<file path="src/rtl/armored40_lock_pkg.sv">
// Shared types and helpers for the armored40 per-lane word-lock supervisor.
package armored40_lock_pkg;

   typedef enum logic [2:0] {
      ST_IDLE    = 3'd0,
      ST_FLUSH   = 3'd1,
      ST_OBSERVE = 3'd2,
      ST_LOCKED  = 3'd3,
      ST_RESYNC  = 3'd4
   } lock_state_t;

   localparam int unsigned SLIP_W = 6;
   localparam int unsigned LOSS_W = 8;
   localparam int unsigned STAT_W = 16;

   function automatic int unsigned timer_width(input int unsigned win_bits);
      return win_bits;
   endfunction

   // Error counter must hold UNLOCK_THRESH itself, since it saturates there.
   function automatic int unsigned err_width(input int unsigned thresh);
      return $clog2(thresh + 1);
   endfunction

   function automatic logic [15:0] sat_inc(input logic [15:0] v, input logic [15:0] max);
      return (v >= max) ? max : v + 16'd1;
   endfunction

endpackage

</file>
<file path="src/rtl/armored40_lock_window.sv">
// Window timer, ping generator and saturating per-window error counter.
module armored40_lock_window
   import armored40_lock_pkg::*;
#(
   parameter int unsigned WIN_BITS      = 4,
   parameter int unsigned UNLOCK_THRESH = 8,
   parameter int unsigned ERR_W         = 4
) (
   input  logic             clk,
   input  logic             rst,
   input  logic             restart,
   input  logic             err,
   output logic             ping,
   output logic [ERR_W-1:0] win_errs
);

   localparam int unsigned TIMER_W = timer_width(WIN_BITS);

   logic [TIMER_W-1:0] timer;
   logic [ERR_W-1:0]   err_cnt;

   assign ping = (timer == '1);

   // Includes the current cycle's error so the ping cycle counts toward its window.
   assign win_errs = err ? ERR_W'(sat_inc(16'(err_cnt), 16'(UNLOCK_THRESH))) : err_cnt;

   always_ff @(posedge clk or posedge rst) begin
      if (rst) begin
         timer   <= '0;
         err_cnt <= '0;
      end else if (restart) begin
         timer   <= '0;
         err_cnt <= '0;
      end else begin
         timer   <= timer + 1'b1;
         err_cnt <= ping ? '0 : win_errs;
      end
   end

endmodule

</file>
<file path="src/rtl/armored40_lock_ctrl.sv">
// Per-lane word-lock supervisor: slips until clean, declares lock, requests reset.
// Optional statistics counters are enabled by defining ARMORED40_LOCK_STATS_EN.
module armored40_lock_ctrl
   import armored40_lock_pkg::*;
#(
   parameter int unsigned WIN_BITS       = 4,
   parameter int unsigned UNLOCK_THRESH  = 8,
   parameter int unsigned MAX_SLIPS      = 40,
   parameter int unsigned FLUSH_WINDOWS  = 1,
   parameter int unsigned STABLE_WINDOWS = 2
) (
   input  logic        clk,
   input  logic        rst,
   input  logic        enable,
   input  logic        dec_fix,
   input  logic        dec_fail,
   output logic        bitslip,
   output logic        wordlock,
   output logic        relock_req,
   input  logic        relock_ack,
   output logic [5:0]  slip_count,
   output logic [7:0]  lock_loss_cnt,
   output logic [2:0]  state,
   output logic [15:0] fix_total,
   output logic [15:0] fail_total
);

   localparam int unsigned ERR_W = err_width(UNLOCK_THRESH);
   localparam int unsigned FW_W  = $clog2(FLUSH_WINDOWS + 1);
   localparam int unsigned GW_W  = $clog2(STABLE_WINDOWS + 1);

   lock_state_t     cur_state;
   logic [FW_W-1:0] flush_cnt;
   logic [GW_W-1:0] good_win;
   logic            ping;
   logic [ERR_W-1:0] win_errs;
   logic            restart;

   // Every transition that is not on a ping passes through IDLE/RESYNC or enable=0,
   // so holding the timer there is enough to start each state at timer 0.
   assign restart = !enable || (cur_state == ST_IDLE) || (cur_state == ST_RESYNC);

   armored40_lock_window #(
      .WIN_BITS      (WIN_BITS),
      .UNLOCK_THRESH (UNLOCK_THRESH),
      .ERR_W         (ERR_W)
   ) u_window (
      .clk      (clk),
      .rst      (rst),
      .restart  (restart),
      .err      (dec_fix | dec_fail),
      .ping     (ping),
      .win_errs (win_errs)
   );

   assign state = cur_state;

   always_ff @(posedge clk or posedge rst) begin
      if (rst) begin
         cur_state     <= ST_IDLE;
         bitslip       <= 1'b0;
         wordlock      <= 1'b0;
         relock_req    <= 1'b0;
         slip_count    <= '0;
         lock_loss_cnt <= '0;
         flush_cnt     <= '0;
         good_win      <= '0;
      end else begin
         bitslip <= 1'b0;
         if (!enable) begin
            cur_state  <= ST_IDLE;
            wordlock   <= 1'b0;
            relock_req <= 1'b0;
            slip_count <= '0;
            flush_cnt  <= '0;
            good_win   <= '0;
         end else begin
            case (cur_state)
               ST_IDLE: begin
                  slip_count <= '0;
                  flush_cnt  <= '0;
                  cur_state  <= ST_FLUSH;
               end
               ST_FLUSH: begin
                  if (ping) begin
                     if (flush_cnt == FW_W'(FLUSH_WINDOWS - 1)) begin
                        flush_cnt <= '0;
                        good_win  <= '0;
                        cur_state <= ST_OBSERVE;
                     end else begin
                        flush_cnt <= flush_cnt + 1'b1;
                     end
                  end
               end
               ST_OBSERVE: begin
                  if (ping) begin
                     if (win_errs != '0) begin
                        if (slip_count == SLIP_W'(MAX_SLIPS - 1)) begin
                           relock_req <= 1'b1;
                           cur_state  <= ST_RESYNC;
                        end else begin
                           bitslip    <= 1'b1;
                           slip_count <= slip_count + 1'b1;
                           flush_cnt  <= '0;
                           cur_state  <= ST_FLUSH;
                        end
                     end else if (good_win == GW_W'(STABLE_WINDOWS - 1)) begin
                        wordlock  <= 1'b1;
                        cur_state <= ST_LOCKED;
                     end else begin
                        good_win <= good_win + 1'b1;
                     end
                  end
               end
               ST_LOCKED: begin
                  if (ping && (win_errs >= ERR_W'(UNLOCK_THRESH))) begin
                     wordlock      <= 1'b0;
                     lock_loss_cnt <= LOSS_W'(sat_inc(16'(lock_loss_cnt), 16'd255));
                     slip_count    <= '0;
                     good_win      <= '0;
                     cur_state     <= ST_OBSERVE;
                  end
               end
               ST_RESYNC: begin
                  if (relock_ack) begin
                     relock_req <= 1'b0;
                     slip_count <= '0;
                     flush_cnt  <= '0;
                     cur_state  <= ST_FLUSH;
                  end
               end
               default: cur_state <= ST_IDLE;
            endcase
         end
      end
   end

`ifdef ARMORED40_LOCK_STATS_EN
   always_ff @(posedge clk or posedge rst) begin
      if (rst) begin
         fix_total  <= '0;
         fail_total <= '0;
      end else if (cur_state == ST_LOCKED) begin
         if (dec_fix)  fix_total  <= sat_inc(fix_total, 16'hFFFF);
         if (dec_fail) fail_total <= sat_inc(fail_total, 16'hFFFF);
      end
   end
`else
   assign fix_total  = '0;
   assign fail_total = '0;
`endif

endmodule

</file>
<file path="config.mk">
export PLATFORM = sky130hd
export DESIGN_NAME = armored40_lock_ctrl
export DESIGN_NICKNAME = d
export VERILOG_FILES = /design/src/rtl/armored40_lock_pkg.sv /design/src/rtl/armored40_lock_window.sv /design/src/rtl/armored40_lock_ctrl.sv
export SDC_FILE = /design/constraint.sdc
export NUM_CORES = 1
export LEC_CHECK = 0
export CAP_MARGIN = 10
export CORE_AREA = 8 8 100 102
export DETAILED_ROUTE_END_ITERATION = 8
export DIE_AREA = 0 0 108 110
export PLACE_DENSITY_LB_ADDON = 0.15
export SETUP_SLACK_MARGIN = 0.2
export SYNTH_ARGS = -nofsm -noshare
export SYNTH_HDL_FRONTEND = slang
export SYNTH_HIERARCHICAL = 1
export SYNTH_SLANG_ARGS = --single-unit
</file>
<file path="constraint.sdc">
create_clock -name clk -period 4.93 [get_ports clk]
set_clock_uncertainty 0.15 [all_clocks]
set_input_delay 0.986 -clock clk [delete_from_list [all_inputs] [get_ports clk]]
set_output_delay 0.986 -clock clk [all_outputs]
set_load 0.03 [all_outputs]
</file>
==> qor.yml, run 1 <==
grt_pass1_vias: 1561
status: "finished clean"
tightestPinTransition_ps: 987
fin_crit_ps: 3200
arrival_ps: 3210
cts_hold_buf: 0
drt_iter0_markers: 98
reg2reg_depth: 8
synth_fa_ha_area_share_pct: 3.65
die_w_um: 108
netSwitchingPower_mw: 0.158
die_h_um: 110
synthMuxAreaShare_pct: 2.01
async_flop_share_pct: 100
tritoncts: "yes"
synth-simple-area-share_pct: 23.5
synth_compound_area_share_pct: 16.7
synth_top_family_by_area: "simple AND/OR/NAND/NOR gates"
slowest_stage: "or4_4"
critPathRequiredTime_ps: 4950
path_clk_slew_ps: 70
portBuffers: 25
h-tree-depth: 2
synth_cell_types: 61
p_seq_share_pct: 47.1
met2_wirelength_um: 2190
drt-vias-per-instance: 4.47
post-route-period-util_pct: 64.8
cts_made_buffers: 5
drive_gt1_share_pct: 10.7
timing.critical_path.mode_cell: "nand2_1"
postCtsSetupRepairBufs: 0
place_hpwl_um: 3530
rows: 34
yosysWarnings: 6
avgSynthCellArea_um2: 9.38
cts_resized: 0
final_nets: 255
drv_cap: 0
grt_pass1_wl_um: 8020
antenna_cells: 0
clkPwrFrac_pct: 40.0
fin_tns_setup_ps: 0
syn_to_final_growth_pct: 15.3
min_path_cells: 1
p_leak_nw: 1.06
synth_ff_type: "dfrtp_1"
grt_usage_pct: 8.39
finalHoldViolCount: 0
die-area_mm2: 0.0119
synth-xor-area-share_pct: 1.28
synth-seq-cells: 30
maxSlewHeadroom_pct: 34.1
grt_max_degree: 23
netlist_instances: 219
vias: 1573
grt-ovfl-total: 0
p_int_mw: 0.375
route.detailed.drc: 0
gp_congestion: 0.781
final_cells: 352
cts_root_buf: "clkbuf_8"
critPathCaptureType: "flip-flop"
seq_area_frac_synth_pct: 36.5
final-max-slew-violation-count: 0
avgRoutedWirePerCell_um: 13.8
cp_max_fo: 10
p_per_area_mw_per_mm2: 225
firstDrtPassIters: 5
clockBufferDepth: 2
critPathMaxStageDelay_ps: 630
hold_path_class: "flip-flop to flip-flop"
start_util_pct: 24.3
startpoint_type: "input pin"
syn_area_mm2: 0.00205
fmax_mhz: 313
switching_share_pct: 29.7
irDropWorstVdd_uv: 99.1
antenna_found_initial: 0
place_inst: 344
postRouteAntennaNets: 0
clkSinkCount: 30
rsz0062_at_grt: "false"
finalSetupViolations: 0
synth_edf_count: 0
met3_length_um: 261
highest-signal-layer: "met4"
power_frac_comb_pct: 12.9
m1WireLength_um: 2380
io_pins: 58
critPathKind: "input pin to flip-flop"
core_area_mm2: 0.00847
wirelength_um: 4860
clkLatencyLatePin_ps: 280
path_cells: "clkdlybuf4s50_1 > or2_2 > nor2b_2 > nand2_1 > nand2_1 > or4_4 > nand3_1 > a221oi_1 > o221a_2"
[registers in the layout, indices dropped and copies added, names as in the netlist]
name              cells
relock_req            1
state                 3
good_win              2
bitslip               1
slip_count            6
u_window/timer        4
lock_loss_cnt         8
u_window/err_cnt      4
wordlock              1
[Yosys cell counts (all sizes together) (2+ instances only)]
library cell  number  area (um2)
buf               37         272
ha                 6        75.1
nor2              12        45.0
nor4               2        42.5
o21ai              9        52.6
a41oi              2        17.5
inv               14        52.6
a211oi             2        15.0
nand3b             2        15.0
a41o               2        20.0
a31oi              7        43.8
and4bb             2        25.0
clkbuf             2        7.51
nand2             20        82.6
nand4              4        31.3
o21a               2        15.0
mux2               3        41.3
a21oi              7        35.0
nand3              7        40.0
nor2b              7        48.8
xnor2              2        17.5
and3               6        37.5
nand2b             3        21.3
nor3               2        10.0
dfrtp             30         751
or3b               2        17.5
or2                2        12.5
[worst max-delay path, delay by kind of cell]
| family | cells | cell delay, ps |
|---|---|---|
| AND/OR/NAND/NOR | 6 | 1470 |
| buffers and inverters | 1 | 390 |
| AO/OA/AOI/OAI | 2 | 370 |
[metal layers]
metal | GRT usage, % | vias up
met5 | 0 | -
met4 | 2.38 | 0
met3 | 2.62 | 2
met2 | 13.0 | 29
met1 | 11.0 | 776
li1 | - | 766
[cell families after synthesis]
logic type | after synthesis
other | 1
AO/OA/AOI/OAI | 46
adder cells (fa/ha/maj) | 6
XOR/XNOR | 3
multiplexers | 3
flip-flops | 30
buffers and inverters | 53
AND/OR/NAND/NOR | 77
[worst paths after layout]
check,start,to,slack (ps)
setup / recovery,dec_fail,relock_req,1730
hold / removal,u_window/timer[0],u_window/timer[0],320
setup reg to reg,u_window/err_cnt[0],relock_req,2590
hold reg to reg,u_window/timer[0],u_window/timer[0],320
max in group asynchronous,rst,relock_req,2910
min in group asynchronous,rst,u_window/err_cnt[2],830
[layout by cell type, fill, tap and decap left out, drive strengths merged, types with 3 or more instances in the layout]
cell type,Yosys,routed
nand4,4,4
mux2,3,3
o21ai,9,9
clkdlybuf4s50,0,25
ha,6,6
nor2b,7,7
inv,14,14
and3,6,6
dfrtp,30,30
conb,1,32
a21oi,7,7
a31oi,7,7
nand3,7,7
clkbuf,2,7
nand2,20,20
nor2,12,12
nand2b,3,3
[cell type report]
class	count	area (um2)
clock inverter	1	5.00
tap	108	135
inverter	14	52.6
timing repair buffer	25	250
sequential	30	751
clock buffer	7	86.3
fill	929	6100
multi-input combinational	167	1090
[power groups by stage]
stage	Sequential (mW)	Combinational [mW]	Clock, mW
after floorplan	0.255	0.0778	0
after global placement	0.256	0.0685	0
after detailed placement	0.256	0.0684	0
after CTS	0.251	0.0687	0.221
after global routing	0.251	0.0750	0.230
final	0.251	0.0688	0.213
[stage by stage]
step | setup WS [ps] | total power [mW] | cell area, um2 | hold WS, ps | util, %
finish | 1730 | 0.533 | 2370 | 324 | 28.0
global placement | 1480 | 0.324 | 2280 | 301 | 26.9
CTS | 1750 | 0.540 | 2370 | 315 | 28.0
floorplan | 1940 | 0.333 | 2170 | 275 | -
global route | 1650 | 0.557 | 2370 | 333 | 28.0
detailed placement | 1460 | 0.324 | 2280 | 307 | 26.9
No activity file was read; power rests on OpenSTA's default activity.
==> run 2: changes to the inputs <==
==> constraint.sdc (replaced) <==
create_clock -name clk -period 2.6 [get_ports clk]
set_clock_uncertainty 0.15 [all_clocks]
set_input_delay 0.52 -clock clk [delete_from_list [all_inputs] [get_ports clk]]
set_output_delay 0.52 -clock clk [all_outputs]
set_load 0.03 [all_outputs]
==> run 2 against run 1 <==
Net effect:
- combinational power is 110% higher
- final area is 6.8% higher
- critical path depth stayed put
- via count is 4.8% higher
- count of clock-buffer cells in the layout is 2 lower
- worst setup slack worse by 1500 ps
- clock power is 120% higher
- critical path type unchanged
- largest cell class unchanged
- core utilization is 1.9 points higher
- cell count is 4.0% higher
- routed wire length is 1.7% higher
==> qor.yml, run 2 (synthesis gave the netlist of run 1 again) <==
clkPwrFrac_pct: 43.2
reg2reg_depth: 8
drt_iter0_markers: 92
min_to: "u_window/timer[0]"
fin_crit_ps: 2320
clkLatencyLatePin_ps: 280
fin_tns_setup_ps: 0
place_hpwl_um: 3640
min_from: "u_window/timer[0]"
post-route-period-util_pct: 89.4
die_h_um: 110
drt-vias-per-instance: 4.50
cts_root_buf: "clkbuf_8"
critPathKind: "input pin to flip-flop"
status: "finished clean"
grt_max_degree: 23
die-area_mm2: 0.0119
tightestPinTransition_ps: 613
tritoncts: "yes"
fin_util_pct: 29.9
finalHoldViolCount: 0
wirelength_um: 4940
p_per_area_mw_per_mm2: 433
r2r_slack_ps: 310
grt_pass1_vias: 1597
irDropWorstVdd_uv: 170
rsz0062_at_grt: "false"
p_leak_nw: 1.15
r2r-start: "u_window/err_cnt[1]"
layout_commonest_cell: "conb_1"
h-tree-depth: 2
critPathCaptureType: "flip-flop"
route.detailed.drc: 0
maxSlewHeadroom_pct: 58.7
arrival_ps: 2340
path_clk_slew_ps: 70
path_cells: "clkdlybuf4s15_1 > or2_4 > nor2b_4 > nand3b_1 > nand2_2 > or4_4 > nand2_4 > nand3_4 > mux2_4"
gp_congestion: 0.757
clockBufferDepth: 2
final_nets: 269
switching_share_pct: 27.9
critPathMaxStageDelay_ps: 550
drv_cap: 0
drive_gt1_share_pct: 17.8
postRouteAntennaNets: 0
start_util_pct: 24.3
cp_max_fo: 6
power_frac_comb_pct: 13.5
antenna_found_initial: 0
min_path_cells: 1
portBuffers: 25
grt-ovfl-total: 0
cts_hold_buf: 0
vias: 1648
avgRoutedWirePerCell_um: 13.5
finalSetupViolations: 0
fmax_mhz: 430
critPathRequiredTime_ps: 2620
rows: 34
reg.largest.list: "lock_loss_cnt: 8 flops, slip_count: 6 flops"
grt_pass1_wl_um: 8140
slowest_stage: "or4_4"
core_area_mm2: 0.00847
p_seq_share_pct: 43.4
final-max-slew-violation-count: 0
cts_made_buffers: 5
rr_endpoint: "good_win[0]"
netSwitchingPower_mw: 0.305
io_pins: 58
syn_to_final_growth_pct: 23.1
top_register: "lock_loss_cnt"
die_w_um: 108
largest_reg_flops: 8
antenna_cells: 0
firstDrtPassIters: 4
fillers: 914
p_int_mw: 0.790
startpoint_type: "input pin"
hold_path_class: "flip-flop to flip-flop"
final_cell_mix: "conb_1 (32), dfrtp_1 (29), clkdlybuf4s50_1 (23)"
clkSinkCount: 30
grt_usage_pct: 8.50
[run 2: layout make-up]
| type | instances | area, um2 | share of cell area [%] |
|---|---|---|---|
| multi-input cells | 168 | 1130 | 44.7 |
| clock inverters | 3 | 40.0 | 1.58 |
| well taps | 108 | 135 | 5.34 |
| clock buffers | 5 | 68.8 | 2.72 |
| inverters | 14 | 52.6 | 2.08 |
| flip-flops and latches | 30 | 752 | 29.7 |
| repair buffers | 38 | 352 | 13.9 |
[run 2: metal layers]
metal  share of wire (%)  vias up  GRT usage [%]
met5                   0        -              0
met4                 1.4        0           3.07
met3                 5.8        4           1.92
met2                  47       50           13.4
met1                  46      803           11.1
li1                    -      791              -
[run 2: power by group through the flow]
stage / combinational, mW / clock [mW] / sequential (mW)
2_1_floorplan: 0.149 / 0 / 0.483
3_3_place_gp: 0.140 / 0 / 0.485
3_5_place_dp: 0.140 / 0 / 0.485
4_1_cts: 0.143 / 0.483 / 0.476
5_1_grt: 0.161 / 0.502 / 0.476
6_report: 0.147 / 0.473 / 0.475
[run 2: how the worst max path moves through the flow]
stage | startpoint | end | slack [ps] | cells past startpoint
after global placement | dec_fail | good_win[1] | -240 | 9
final | dec_fail | good_win[0] | 280 | 9
after global routing | dec_fail | good_win[0] | 210 | 9
after floorplan | dec_fail | good_win[0] | 200 | 9
after CTS | dec_fail | good_win[1] | 210 | 9
after detailed placement | dec_fail | good_win[0] | -260 | 9
[run 2: what timing repair did]
item	4_1_cts	5_1_grt
cloned	1	0
gates resized for setup	4	8
pin swaps	5	7
setup endpoints to repair	12	12
setup buffers	1	1
[run 2: through the flow]
stage | instances | hold slack (ps) | worst slack (ps) | power, mW | instance area [um2]
2_1_floorplan | 250 | 186 | 201 | 0.633 | 2190
3_3_place_gp | 355 | 298 | -240 | 0.625 | 2370
6_report | 366 | 306 | 275 | 1.10 | 2530
5_1_grt | 366 | 339 | 210 | 1.14 | 2530
4_1_cts | 365 | 311 | 206 | 1.10 | 2500
3_5_place_dp | 355 | 296 | -264 | 0.624 | 2370
[run 2: worst max-delay path, delay by kind of cell]
family                 cells  cell delay (ps)
buffers and inverters      1              160
multiplexers               1              320
AND/OR/NAND/NOR            7             1330
==> run 3: changes to the inputs <==
--- a/config.mk
+++ b/config.mk
@@ -5,13 +5,14 @@
 export SDC_FILE = /design/constraint.sdc
 export NUM_CORES = 1
 export LEC_CHECK = 0
+export ABC_AREA = 1
 export CAP_MARGIN = 10
-export CORE_AREA = 8 8 100 102
+export CORE_AREA = 8 8 99 101
 export DETAILED_ROUTE_END_ITERATION = 8
-export DIE_AREA = 0 0 108 110
+export DIE_AREA = 0 0 107 109
 export PLACE_DENSITY_LB_ADDON = 0.15
 export SETUP_SLACK_MARGIN = 0.2
+export SKIP_CTS_REPAIR_TIMING = 1
 export SYNTH_ARGS = -nofsm -noshare
 export SYNTH_HDL_FRONTEND = slang
-export SYNTH_HIERARCHICAL = 1
 export SYNTH_SLANG_ARGS = --single-unit
==> run 3 against run 2 <==
Net effect:
- non-clock buffer count down 10
- routed wire length decreased by 5.9%
- maximum frequency increased by 7.3%
- final area decreased by 6.6%
- area after synthesis down 2.9%
- sequential share of layout area rose by 2.0 points
- combinational power rose to 4.3 times the previous value
- largest cell class unchanged
==> qor.yml, run 3 <==
p_per_area_mw_per_mm2: 676
wirelength_um: 4650
seq_area_frac_synth_pct: 37.6
yosysWarnings: 0
drt_iter0_markers: 89
h-tree-depth: 2
layout_commonest_cell: "nand2_1"
p_seq_share_pct: 36.2
clkSinkCount: 30
finalHoldViolCount: 0
gp_congestion: 0.781
tritoncts: "yes"
async_flop_share_pct: 100
critPathKind: "flip-flop to primary output"
rsz0062_at_grt: "false"
grt_max_degree: 31
grt-ovfl-total: 0
grt_usage_pct: 8.34
p_int_mw: 0.928
irDropWorstVdd_uv: 198
cp.buffers_inverters: 1
cp_max_fo: 7
setup_slack_ps: 434
yosys.area.top_type: "dfrtp_1"
status: "finished clean"
clkLatencyLatePin_ps: 290
power_frac_comb_pct: 39.2
synth_ff_type: "dfrtp_1"
path_clk_slew_ps: 60
critPathMaxStageDelay_ps: 730
antenna_cells: 0
io_pins: 58
syn_to_final_growth_pct: 18.4
syn_area_mm2: 0.00200
grt_pass1_wl_um: 7720
netlist_instances: 274
fin_tns_setup_ps: 0
cts_root_buf: "clkbuf_8"
final_nets: 319
grt_pass1_vias: 1606
netSwitchingPower_mw: 0.669
synth_cell_types: 26
portBuffers: 25
avgSynthCellArea_um2: 7.28
clockBufferDepth: 2
drive_gt1_share_pct: 8.44
fmax_mhz: 462
die_w_um: 107
post-route-period-util_pct: 83.3
startpoint_type: "flip-flop"
slowest_stage: "clkdlybuf4s50_1"
vias: 1652
die-area_mm2: 0.0117
final-max-slew-violation-count: 0
hold_path_class: "flip-flop to flip-flop"
critPathRequiredTime_ps: 1930
clkPwrFrac_pct: 24.6
cts_made_buffers: 5
antenna_found_initial: 0
dpl_worst_slack_ps: 233
avgRoutedWirePerCell_um: 11.2
switching_share_pct: 41.9
largest_reg_flops: 8
top_register: "lock_loss_cnt"
rows: 34
final_cell_mix: "nand2_1 (74), conb_1 (32), nor2_1 (31)"
firstDrtPassIters: 4
yosysMostFrequentCell: "nand2_1"
start_util_pct: 23.8
drv_cap: 0
synth_edf_count: 0
synth_area_leaders: "dfrtp_1 (38%), nand2_1 (14%), buf_4 (12%), nor2_1 (5.8%), inv_1 (4.7%)"
p_leak_nw: 1.20
place_hpwl_um: 3540
postRouteAntennaNets: 0
core_area_mm2: 0.00838
fillers: 919
fin_crit_ps: 2170
synth_commonest_cells: "nand2_1 (74), buf_4 (33), nor2_1 (31)"
crit_family: "buffers and inverters"
route.detailed.drc: 0
finalSetupViolations: 0
die_h_um: 109
synth-seq-cells: 30
drt-vias-per-instance: 3.97
yosysTopAreaCellShare_pct: 37.6
critPathCaptureType: "primary output"
reg.largest.list: "lock_loss_cnt: 8 flops, slip_count: 6 flops"
path_cells: "clkdlybuf4s50_1"
arrival_ps: 1500
run 3: stage by stage:
stage	cells	hold slack, ps	power [mW]	area, um2	util, %
2_1_floorplan	305	279	1.07	2110	-
3_3_place_gp	408	302	1.22	2270	27.1
3_5_place_dp	408	300	1.22	2270	27.1
4_1_cts	416	309	1.62	2360	28.2
5_1_grt	416	335	1.73	2360	28.2
6_report	416	306	1.60	2360	28.2
run 3: power groups by stage:
stage	registers, mW	clock network [mW]	logic, mW
floorplan	0.640	0	0.431
global placement	0.590	0	0.632
detailed placement	0.590	0	0.628
CTS	0.582	0.412	0.630
global route	0.589	0.428	0.712
finish	0.579	0.392	0.626
run 3: final cells by class:
class / instances / area (um2) / share of cell area, %
multi-input combinational: 212 / 1000 / 42.4
timing repair buffer: 28 / 273 / 11.5
clock inverter: 1 / 5.00 / 0.212
clock buffer: 7 / 86.3 / 3.65
tap: 108 / 135 / 5.72
inverter: 30 / 113 / 4.76
sequential: 30 / 751 / 31.8
run 3: routing by layer:
layer | wire length, um | vias up | part of all wire [%] | track usage (%)
met1 | 2190 | 734 | 47 | 10.2
met5 | 0 | - | 0 | 0
li1 | - | 861 | - | -
met4 | 41 | 0 | 0.88 | 2.41
met2 | 2010 | 53 | 43 | 12.9
met3 | 417 | 4 | 9.0 | 3.90
run 3: cell families (layout without fill, tap and decap cells):
group,Yosys count,count (layout),synth area share [%]
flip-flops,30,30,37.6
XOR/XNOR,6,6,2.63
buffers and inverters,63,66,18.1
AND/OR/NAND/NOR,142,142,30.9
AO/OA/AOI/OAI,26,26,6.83
adder cells (fa/ha/maj),6,6,3.76
other,1,32,0.188
run 3: final timing paths:
kind / startpoint / to / slack [ps] / depth (start not counted)
min reg2reg: u_window.timer[0] / u_window.timer[0] / 310 / 1
min: u_window.timer[0] / u_window.timer[0] / 310 / 1
max reg2reg: u_window.timer[0] / lock_loss_cnt[5] / 640 / 9
max in group asynchronous: rst / slip_count[3] / 1540 / 3
min in group asynchronous: rst / lock_loss_cnt[1] / 470 / 3
max: state[1] / state[1] / 430 / 1
